<file path="src/rtl/pkt_pkg.sv">
// Shared types and defaults for the byte-serial packet RX parser.
package pkt_pkg;

  // Parser FSM states
  typedef enum logic [2:0] {
    ST_IDLE    = 3'd0,
    ST_HDR     = 3'd1,
    ST_PAYLOAD = 3'd2,
    ST_CHK     = 3'd3,
    ST_OUT     = 3'd4
  } pkt_state_e;

  // Header fields captured between SOF and the payload
  typedef struct packed {
    logic [7:0] dest;
    logic [7:0] src;
    logic [7:0] cmd;
    logic [7:0] seq;
  } pkt_hdr_t;

  localparam logic [7:0] SOF_BYTE = 8'h96;
  localparam logic [7:0] BCAST_ID = 8'hFF;
  localparam logic [7:0] CMD_DATA = 8'h01;
  localparam logic [7:0] CMD_KILL = 8'h0F;

  // SOF + DEST + SRC + CMD + SEQ + payload + CHK
  function automatic int unsigned frame_len(input int unsigned payload_bytes);
    return payload_bytes + 32'd6;
  endfunction

endpackage

</file>
<file path="src/rtl/pkt_timeout_cnt.sv">
// Inter-byte timeout counter. Clear reloads zero, enable counts one idle
// cycle, expire fires on the LIMIT-th consecutive enabled cycle.
module pkt_timeout_cnt #(
  parameter int unsigned LIMIT = 1024
) (
  input  logic clk,
  input  logic rst,
  input  logic i_clr,
  input  logic i_en,
  output logic o_expire
);

  localparam int unsigned CW = (LIMIT > 1) ? $clog2(LIMIT) : 1;
  localparam logic [CW-1:0] LAST = CW'(LIMIT - 1);

  logic [CW-1:0] r_cnt;

  assign o_expire = i_en && !i_clr && (r_cnt == LAST);

  // Count idle cycles; restart from zero on clear or after expiry
  always_ff @(posedge clk) begin
    if (rst) begin
      r_cnt <= '0;
    end else if (i_clr || o_expire) begin
      r_cnt <= '0;
    end else if (i_en) begin
      r_cnt <= r_cnt + CW'(1);
    end else begin
      r_cnt <= r_cnt;
    end
  end

endmodule

</file>
<file path="src/rtl/pkt_rx_parser.sv">
// Byte-serial RX frame parser: SOF hunt, ID/broadcast filter, XOR checksum,
// kill latch, saturating error counter and backpressured payload delivery.
// Optional duplicate-sequence filter enabled by macro PKT_SEQ_FILTER_EN.
module pkt_rx_parser #(
  parameter int unsigned PAYLOAD_BYTES = 2,
  parameter logic [7:0]  SOF_BYTE      = pkt_pkg::SOF_BYTE,
  parameter logic [7:0]  BCAST_ID      = pkt_pkg::BCAST_ID,
  parameter logic [7:0]  CMD_DATA      = pkt_pkg::CMD_DATA,
  parameter logic [7:0]  CMD_KILL      = pkt_pkg::CMD_KILL,
  parameter int unsigned TIMEOUT_CYC   = 1024,
  parameter int unsigned ERR_W         = 8
) (
  input  logic                       clk,
  input  logic                       rst,
  input  logic [7:0]                 veh_id,
  input  logic [7:0]                 rx_frame,
  input  logic                       rx_valid,
  output logic                       rx_ready,
  output logic [8*PAYLOAD_BYTES-1:0] data,
  output logic [7:0]                 data_src,
  output logic                       data_valid,
  input  logic                       data_ready,
  output logic                       kill,
  output logic [ERR_W-1:0]           err_cnt
);

  import pkt_pkg::*;

  localparam int unsigned DATA_W    = 8 * PAYLOAD_BYTES;
  localparam int unsigned FRAME_LEN = frame_len(PAYLOAD_BYTES);
  localparam int unsigned POS_W     = $clog2(FRAME_LEN);
  // r_pos holds the frame index of the byte being waited for (SOF = 0)
  localparam logic [POS_W-1:0] POS_DEST     = POS_W'(1);
  localparam logic [POS_W-1:0] POS_SRC      = POS_W'(2);
  localparam logic [POS_W-1:0] POS_CMD      = POS_W'(3);
  localparam logic [POS_W-1:0] POS_SEQ      = POS_W'(4);
  localparam logic [POS_W-1:0] POS_LAST_PAY = POS_W'(FRAME_LEN - 2);

  pkt_state_e          r_state;
  pkt_state_e          w_state_nxt;
  logic [POS_W-1:0]    r_pos;
  logic [7:0]          r_chk;
  pkt_hdr_t            r_hdr;
  logic [7:0]          r_id;
  logic [DATA_W-1:0]   r_pay;
  logic [DATA_W-1:0]   r_data;
  logic [7:0]          r_data_src;
  logic                r_data_valid;
  logic                r_rx_ready;
  logic                r_kill;
  logic [ERR_W-1:0]    r_err_cnt;

  logic w_acc;
  logic w_active;
  logic w_expire;
  logic w_chk_ok;
  logic w_dest_ok;
  logic w_dup;
  logic w_err_inc;
  logic w_kill_set;
  logic w_load;

  assign w_acc     = rx_valid && r_rx_ready;
  assign w_active  = (r_state == ST_HDR) || (r_state == ST_PAYLOAD) || (r_state == ST_CHK);
  assign w_chk_ok  = (rx_frame == r_chk);
  assign w_dest_ok = (r_hdr.dest == r_id) || (r_hdr.dest == BCAST_ID);

  pkt_timeout_cnt #(
    .LIMIT (TIMEOUT_CYC)
  ) u_tmo (
    .clk      (clk),
    .rst      (rst),
    .i_clr    (w_acc || !w_active),
    .i_en     (w_active && !w_acc),
    .o_expire (w_expire)
  );

`ifdef PKT_SEQ_FILTER_EN
  logic [7:0] r_last_seq;
  logic       r_seq_vld;

  assign w_dup = r_seq_vld && (r_hdr.seq == r_last_seq);

  // Remember the SEQ of the last delivered data frame
  always_ff @(posedge clk) begin
    if (rst) begin
      r_last_seq <= 8'h00;
      r_seq_vld  <= 1'b0;
    end else if (w_load) begin
      r_last_seq <= r_hdr.seq;
      r_seq_vld  <= 1'b1;
    end else begin
      r_last_seq <= r_last_seq;
      r_seq_vld  <= r_seq_vld;
    end
  end
`else
  logic w_unused_seq;

  assign w_dup        = 1'b0;
  assign w_unused_seq = ^r_hdr.seq;
`endif

  // FSM state register
  always_ff @(posedge clk) begin
    if (rst) begin
      r_state <= ST_IDLE;
    end else begin
      r_state <= w_state_nxt;
    end
  end

  // Next state and frame verdict. Expiry only fires on a cycle with no
  // accepted byte, so a checksum error and a timeout never both count.
  always_comb begin
    w_state_nxt = r_state;
    w_err_inc   = 1'b0;
    w_kill_set  = 1'b0;
    w_load      = 1'b0;
    case (r_state)
      ST_IDLE: begin
        if (w_acc && (rx_frame == SOF_BYTE)) begin
          w_state_nxt = ST_HDR;
        end else begin
          w_state_nxt = ST_IDLE;
        end
      end
      ST_HDR: begin
        if (w_expire) begin
          w_state_nxt = ST_IDLE;
          w_err_inc   = 1'b1;
        end else if (w_acc && (r_pos == POS_SEQ)) begin
          w_state_nxt = ST_PAYLOAD;
        end else begin
          w_state_nxt = ST_HDR;
        end
      end
      ST_PAYLOAD: begin
        if (w_expire) begin
          w_state_nxt = ST_IDLE;
          w_err_inc   = 1'b1;
        end else if (w_acc && (r_pos == POS_LAST_PAY)) begin
          w_state_nxt = ST_CHK;
        end else begin
          w_state_nxt = ST_PAYLOAD;
        end
      end
      ST_CHK: begin
        if (w_expire) begin
          w_state_nxt = ST_IDLE;
          w_err_inc   = 1'b1;
        end else if (w_acc) begin
          w_state_nxt = ST_IDLE;
          if (!w_chk_ok) begin
            w_err_inc = 1'b1;
          end else if (!w_dest_ok) begin
            w_err_inc = 1'b0;
          end else if (r_hdr.cmd == CMD_KILL) begin
            w_kill_set = 1'b1;
          end else if (r_hdr.cmd == CMD_DATA) begin
            if (w_dup) begin
              w_load = 1'b0;
            end else begin
              w_load      = 1'b1;
              w_state_nxt = ST_OUT;
            end
          end else begin
            w_err_inc = 1'b1;
          end
        end else begin
          w_state_nxt = ST_CHK;
        end
      end
      ST_OUT: begin
        if (r_data_valid && data_ready) begin
          w_state_nxt = ST_IDLE;
        end else begin
          w_state_nxt = ST_OUT;
        end
      end
      default: begin
        w_state_nxt = ST_IDLE;
      end
    endcase
  end

  // Byte capture: running checksum, header fields and payload shift register
  always_ff @(posedge clk) begin
    if (rst) begin
      r_pos <= '0;
      r_chk <= 8'h00;
      r_hdr <= '0;
      r_id  <= 8'h00;
      r_pay <= '0;
    end else if (w_acc) begin
      case (r_state)
        ST_IDLE: begin
          if (rx_frame == SOF_BYTE) begin
            r_pos <= POS_DEST;
            r_chk <= rx_frame;
            r_pay <= '0;
          end
        end
        ST_HDR: begin
          r_pos <= r_pos + POS_W'(1);
          r_chk <= r_chk ^ rx_frame;
          case (r_pos)
            POS_DEST: begin
              r_hdr.dest <= rx_frame;
              r_id       <= veh_id;
            end
            POS_SRC: r_hdr.src <= rx_frame;
            POS_CMD: r_hdr.cmd <= rx_frame;
            POS_SEQ: r_hdr.seq <= rx_frame;
            default: r_hdr <= r_hdr;
          endcase
        end
        ST_PAYLOAD: begin
          r_pos <= r_pos + POS_W'(1);
          r_chk <= r_chk ^ rx_frame;
          r_pay <= (r_pay << 4'd8) | DATA_W'(rx_frame);
        end
        default: begin
          r_pos <= r_pos;
        end
      endcase
    end
  end

  // Registered outputs: handshakes, delivered word, kill latch, error count
  always_ff @(posedge clk) begin
    if (rst) begin
      r_rx_ready   <= 1'b0;
      r_data_valid <= 1'b0;
      r_data       <= '0;
      r_data_src   <= 8'h00;
      r_kill       <= 1'b0;
      r_err_cnt    <= '0;
    end else begin
      r_rx_ready   <= (w_state_nxt != ST_OUT);
      r_data_valid <= (w_state_nxt == ST_OUT);
      if (w_load) begin
        r_data     <= r_pay;
        r_data_src <= r_hdr.src;
      end
      r_kill <= r_kill | w_kill_set;
      if (w_err_inc && (r_err_cnt != {ERR_W{1'b1}})) begin
        r_err_cnt <= r_err_cnt + ERR_W'(1);
      end
    end
  end

  assign rx_ready   = r_rx_ready;
  assign data       = r_data;
  assign data_src   = r_data_src;
  assign data_valid = r_data_valid;
  assign kill       = r_kill;
  assign err_cnt    = r_err_cnt;

endmodule
</file>
<file path="config.mk">
export PLATFORM = sky130hd
export DESIGN_NAME = pkt_rx_parser
export DESIGN_NICKNAME = d
export VERILOG_FILES = /design/src/rtl/pkt_pkg.sv /design/src/rtl/pkt_timeout_cnt.sv /design/src/rtl/pkt_rx_parser.sv
export SDC_FILE = /design/constraint.sdc
export NUM_CORES = 1
export LEC_CHECK = 0
export ABC_CLOCK_PERIOD_IN_PS = 2400
export CAP_MARGIN = 25
export CORE_MARGIN = 2
export CORE_UTILIZATION = 43
export CTS_CLUSTER_SIZE = 20
export DETAILED_ROUTE_END_ITERATION = 16
export HOLD_SLACK_MARGIN = 0.02
export PLACE_DENSITY = 0.61
export RECOVER_POWER = 25
export SLEW_MARGIN = 20
export SYNTH_ARGS = -nofsm -noshare
export SYNTH_HDL_FRONTEND = slang
export SYNTH_SLANG_ARGS = --single-unit
</file>
<file path="constraint.sdc">
create_clock -name clk -period 2.4 [get_ports clk]
set_input_delay 0.48 -clock clk [delete_from_list [all_inputs] [get_ports clk]]
set_output_delay 0.48 -clock clk [all_outputs]
set_load 0.05 [all_outputs]
</file>
# Yosys cells after proc, flatten, opt, wreduce, memory -nomap -nowiden
# Cells that the tools add are included.
dict set report classes {
  addsub 3
  n_eq_ne 20
  n_mux 40
  bitwise 3
  reduce_logical 27
}
# op count
set op_table {}
lappend op_table {{case mux 16 bit (2 select lines)} 1}
lappend op_table {{two-way mux 3 bit} 8}
lappend op_table {{two-way mux 1 bit} 22}
lappend op_table {{equality test 8 bit} 2}
lappend op_table {{equality test 8 bit, second input constant} 2}
lappend op_table {{two-way mux 16 bit} 1}
lappend op_table {{bitwise OR 16 x 8 -> 16 bit} 1}
lappend op_table {{case mux 8 bit (2 select lines)} 1}
lappend op_table {{case mux 3 bit (5 select lines)} 1}
lappend op_table {{AND reduction 3 bit} 5}
lappend op_table {{equality test 3 x 2 -> 1 bit, second input constant} 4}
lappend op_table {{equality test 3 bit, second input constant} 4}
lappend op_table {{adder 10 x 1 -> 10 bit, second input constant} 1}
lappend op_table {{equality test 10 bit, second input constant} 1}
lappend op_table {{logical AND 1 bit} 9}
lappend op_table {{adder 8 x 1 -> 8 bit, second input constant} 1}
lappend op_table {{equality test 8 x 1 -> 1 bit, second input constant} 1}
lappend op_table {{equality test 8 x 4 -> 1 bit, second input constant} 1}
lappend op_table {{two-way mux 8 bit} 1}
lappend op_table {{!= test 8 bit, second input constant} 1}
lappend op_table {{bitwise XOR 8 bit} 1}
lappend op_table {{equality test 3 x 1 -> 1 bit, second input constant} 2}
lappend op_table {{two-way mux 2 bit} 3}
lappend op_table {{case mux 3 bit (2 select lines)} 1}
lappend op_table {{10 further kinds} 18}
dict set report totals {
  ff_bits 107
  inputBits 20
}

# Logic depth before layout (Yosys ltp)
dict set report depth {
  word_depth 11
  depth_mapped 9
  mapped_depth_nobuf 7
}

# Hierarchy
# Synthesis repeated with hierarchy kept, for this count alone.
dict set report unflattened {
  hier_cells 517
  area_unflattened_um2 4690.7
}
# mod instances cells_each area_each_um2
set modules_own_cells {}
lappend modules_own_cells {pkt_rx_parser 1 464 4209.0}
lappend modules_own_cells {pkt_timeout_cnt 1 53 481.7}

# Least setup slack after synthesis
# OpenSTA, ideal clock, no wires.
dict set report synth_path {
  path_kind {register to register}
  start {register r_rx_ready (netlist: rx_ready)}
  end {register r_err_cnt[3] (netlist: err_cnt[3])}
  setup_ns 0.123
  t_arrival_ns 2.034
  required_time_ns 2.277
  slack_ns 0.243
  stages_incl_launch_ff 8
  cell_sequence {dfxtp_1 > nand2_1 > nor2_1 > nand3_1 > nand2b_1 > o2bb2ai_4 > and3_1 > mux2_1}
}
dict set report synth_between {
  elab_chain_len 8
}
# element line
set synth_lines {}
lappend synth_lines {{start, declared} pkt_rx_parser.sv:49} ;# logic r_rx_ready;
lappend synth_lines {{start signal, assigned} pkt_rx_parser.sv:240} ;# r_rx_ready <= (w_state_nxt != ST_OUT);
lappend synth_lines {{logical AND 1 bit *} pkt_rx_parser.sv:63} ;# assign w_acc = rx_valid && r_rx_ready;
lappend synth_lines {{logical NOT 1 bit or logical OR 1 bit (tied branches)} {pkt_rx_parser.sv:74, pkt_rx_parser.sv:73}}
lappend synth_lines {{logical AND 1 bit or logical NOT 1 bit (tied branches)} {pkt_rx_parser.sv:74, pkt_timeout_cnt.sv:18}}
lappend synth_lines {{logical AND 1 bit (2 in a row)} pkt_timeout_cnt.sv:18} ;# assign o_expire = i_en && !i_clr && (r_cnt == LAST);
lappend synth_lines {{two-way mux 1 bit, on equally long branches} {pkt_rx_parser.sv:149, pkt_rx_parser.sv:129, pkt_rx_parser.sv:139}}
lappend synth_lines {{case mux 1 bit (2 select lines) *} pkt_rx_parser.sv:120} ;# case (r_state)
lappend synth_lines {{logical AND 1 bit *} pkt_rx_parser.sv:247} ;# if (w_err_inc && (r_err_cnt != {ERR_W{1'b1}})) begin
lappend synth_lines {{end signal, assigned} pkt_rx_parser.sv:248} ;# r_err_cnt <= r_err_cnt + ERR_W'(1);
lappend synth_lines {{end, declared} pkt_rx_parser.sv:51} ;# logic [ERR_W-1:0] r_err_cnt;
# Every way passes the cells marked *; elsewhere a longest branch is shown, timed or not.
# A chain may end at the register's enable or synchronous reset.

# Final worst setup path
dict set report layout_path {
  start {input rx_valid}
  end {register r_hdr[21] in the netlist's numbering}
}
dict set report layout_between {
  elab_chain_len 2
}
# element line
set layout_lines {}
lappend layout_lines {{start, declared} pkt_rx_parser.sv:17} ;# input logic rx_valid,
lappend layout_lines {{logical AND 1 bit} pkt_rx_parser.sv:63}
lappend layout_lines {{AND reduction 3 bit (no source line)} n/a}
lappend layout_lines {{end signal, assigned} pkt_rx_parser.sv:215} ;# default: r_hdr <= r_hdr;
lappend layout_lines {{end, declared} pkt_rx_parser.sv:43} ;# pkt_hdr_t r_hdr;
# Every way passes these cells.

==> impl_metrics.yaml <==
floorplanning:
  pin_count: 55
  fp.dieW_um: 108
  die_h_um: 108
  coreArea_mm2: 0.0104
  initial_core_util_pct: 44.5
  die_area_mm2: 0.0116
  rows: 37
sta:
  relSlewSlack_pct: 58.0
  setup_tns_ns: 0
  rsz0062_at_grt: "false"
  clock_skew_ns: 0.0172
  timing.fmax_mhz: 437
  post-route-min-period_ns: 2.29
  worst_pin_slew_ns: 0.629
  hold_violations: 0
  timing.final.crit_share_pct: 95.3
  final_max_slew_viol_count: 0
  finalSetupViolCount: 0
grt:
  antenna_found_initial: 0
  grt-ovfl-total: 0
  first_global_vias: 3616
  grt_usage_pct: 18.5
  grtUsageMet1_pct: 25.0
  grt_max_degree: 45
  grt_use_met2_pct: 29.5
  grt_pass1_wl_mm: 17.2
  top_usage_layer: "met2"
  gr-usage-met3_pct: 3.27
place:
  hpwlAfterDp_mm: 7.25
  place_congestion: 0.833
  numPortBuffers: 54
detailed_routing:
  drt_pass1_iterations: 4
  wl_mm: 10.2
  drtAntennaViolNets: 0
  via_per_inst: 5.15
  drcViolationCount: 0
  vias: 3768
  drtIter0Drc: 178
  wl_per_cell_um: 14.0
clock_tree:
  insertion_delay_ns: 0.37
  post_cts_buffers: 0
  cts_made_buffers: 9
  postCtsHoldBufs: 0
  cts_root_buffer: "clkbuf_8"
  cts_buffer_depth: 2
  htree_levels: 3
  cts.repair.resized: 0
  cts_sinks: 107
  cts_tree: "built"
  clk_pin_slew_ns: 0.11
setup_path:
  cp.arrival_ns: 2.54
  end_kind: "flip-flop"
  cp_slowest_cell: "dlygate4sd3_1"
  regToRegSetupSlack_ns: 0.17
  worst_path_largest_cell_delay_ns: 0.54
  r2r_cells: 7
  startpoint_type: "input port"
  worstSetupPathType: "in -> reg"
  cp_max_fo: 8
  r2r-start: "r_state[1]"
  cp.required_ns: 2.65
  r2r-end: "r_hdr[21]"
  cp_cell_sequence: "dlygate4sd3_1, nand2_1, nor4_1, and2_0, clkbuf_1, mux2i_1, nor2_1"
synth:
  syn_area_per_cell_um2: 8.78
  synth_cell_types: 51
  yosysTopAreaCell: "dfxtp_1"
  synth_nets: 552
  synthCells: 525
  async_flop_share_pct: 0
  seq_area_frac_synth_pct: 46.4
  ys_ff_latch: 107
  synth_area_leaders: "dfxtp_1 (46%), mux2i_1 (8.9%), nor2_1 (6.5%)"
  synth-main-ff-cell: "dfxtp_1"
  yosysTopAreaCellShare_pct: 46.4
  synth-edff-count: 0
  yosys_warnings: 0
  synth_area_mm2: 0.00461
power:
  ir_drop_mv: 0.352
  p_total_uw: 3080
  swShare_pct: 24.0
  p_comb_share_pct: 4.0
  powerDensity_mw_per_mm2: 546
  seq_power_share_pct: 57.6
  p_leak_uw: 0.00229
  switching_power_uw: 741
  internal_power_uw: 2340
  pwr-share-clk_pct: 38.4
min_path:
  hold_depth: 1
  holdCritPathClass: "reg -> reg"
  hold_path_startpoint: "u_tmo.r_cnt[0]"
  holdPathEnd: "u_tmo.r_cnt[0]"
final_layout:
  syn2layout_area_growth_pct: 22.4
  num_antenna_cells: 0
  final_nets: 617
  drive_gt1_share_pct: 9.75
  post-route-util_pct: 54.5
status:
  status: "complete, no violations"
run:
  max_cap_violations: 0
[sequential cells by signal, indices dropped and copies added, names as in the netlist, 3 cells and up]
| register | flops |
|---|---|
| r_state | 3 |
| r_pos | 3 |
| data_src | 8 |
| r_pay | 16 |
| r_hdr | 24 |
| data | 16 |
| u_tmo.r_cnt | 10 |
| r_id | 8 |
| r_chk | 8 |
| err_cnt | 8 |
[power groups by stage]
stage | combinational, uW | clock, uW | sequential (uW)
global placement | 124 | 0 | 1820
CTS | 125 | 1220 | 1780
floorplan | 53.0 | 0 | 1820
global route | 131 | 1300 | 1780
detailed placement | 125 | 0 | 1820
finish | 122 | 1190 | 1780
[Yosys cell counts (2+ instances only)]
| cell | number |
|---|---|
| a211oi_1 | 2 |
| a21o_1 | 2 |
| a21oi_1 | 52 |
| a31o_1 | 2 |
| and2_1 | 4 |
| and3_1 | 11 |
| and4_1 | 2 |
| buf_2 | 16 |
| buf_6 | 2 |
| clkbuf_1 | 16 |
| dfxtp_1 | 107 |
| ha_1 | 7 |
| inv_1 | 5 |
| mux2i_1 | 41 |
| nand2_1 | 59 |
| nand2b_1 | 6 |
| nand3_1 | 16 |
| nand3b_1 | 2 |
| nand4_1 | 6 |
| nor2_1 | 80 |
| nor2b_1 | 5 |
| nor3_1 | 6 |
| nor4_1 | 5 |
| o211ai_1 | 8 |
| o21a_1 | 2 |
| o21ai_0 | 4 |
| o21ai_1 | 10 |
| or3_1 | 3 |
| xnor2_1 | 11 |
| xor2_1 | 12 |
[metrics by stage]
stage	std cells	hold WS (ns)	instance area (um^2)	setup WS [ns]
2_1_floorplan	525	0.413	4610	0.243
3_3_place_gp	715	0.428	5460	-0.0817
3_5_place_dp	715	0.434	5460	-0.165
4_1_cts	731	0.453	5680	0.227
5_1_grt	731	0.489	5650	0.0273
6_report	731	0.451	5650	0.113
[placed cells by master (no fill, tap or decap), types with 5 or more instances in the layout]
| master | n |
|---|---|
| buf_4 | 26 |
| a21oi_1 | 52 |
| clkbuf_8 | 9 |
| nor2b_1 | 5 |
| mux2i_1 | 41 |
| xor2_1 | 12 |
| nand2b_1 | 6 |
| nand3_1 | 16 |
| inv_1 | 5 |
| nor4_1 | 5 |
| ha_1 | 7 |
| o211ai_1 | 8 |
| and3_1 | 11 |
| clkdlybuf4s50_1 | 51 |
| xnor2_1 | 11 |
| nand4_1 | 6 |
| nand2_1 | 59 |
| dfxtp_1 | 107 |
| nor3_1 | 6 |
| nor2_1 | 81 |
| o21ai_1 | 10 |
[worst max path at each step]
stage                     depth (start not counted)   startpoint  slack (ns)          to
after floorplan                                   7     rx_ready        0.24  err_cnt[3]
after global placement                            8  rx_frame[7]       -0.08    r_pay[4]
after detailed placement                          8  rx_frame[7]       -0.16    r_pay[6]
after CTS                                         8  rx_frame[7]        0.23    r_pay[1]
after global routing                              7     rx_valid        0.03   r_hdr[16]
final                                             7     rx_valid        0.11   r_hdr[21]
[critical path: cells and delay by family]
kind                   cells  cell delay, ns
multiplexers               1            0.27
AND/OR/NAND/NOR            4            0.76
buffers and inverters      2            1.03
[routing by layer]
metal | vias to the layer above | share of wire (%)
met4 | 0 | 1.5
met1 | 1781 | 49
met2 | 66 | 46
li1 | 1911 | -
met5 | - | 0
met3 | 10 | 4.0
[cell type report]
type                            count  area [um^2]
Tap cell                          136          170
Multi-Input combinational cell    378         2280
Fill cell                        1005         4720
Sequential cell                   107         2140
Clock buffer                        9          124
Timing Repair Buffer               89          821
Clock inverter                      7         93.8
Inverter                            5         18.8
[logic make-up after synthesis]
kind of cell | count (synthesis) | synth area share [%]
xor gates and xnor gates | 23 | 4.37
adders and majority gates | 7 | 1.90
buffers and inverters | 40 | 4.02
AOI/OAI and AO/OA | 88 | 11.3
DFF | 107 | 46.4
and+or+nand+nor | 217 | 22.5
muxes | 43 | 9.47
Power figures use the tool's default switching activity.
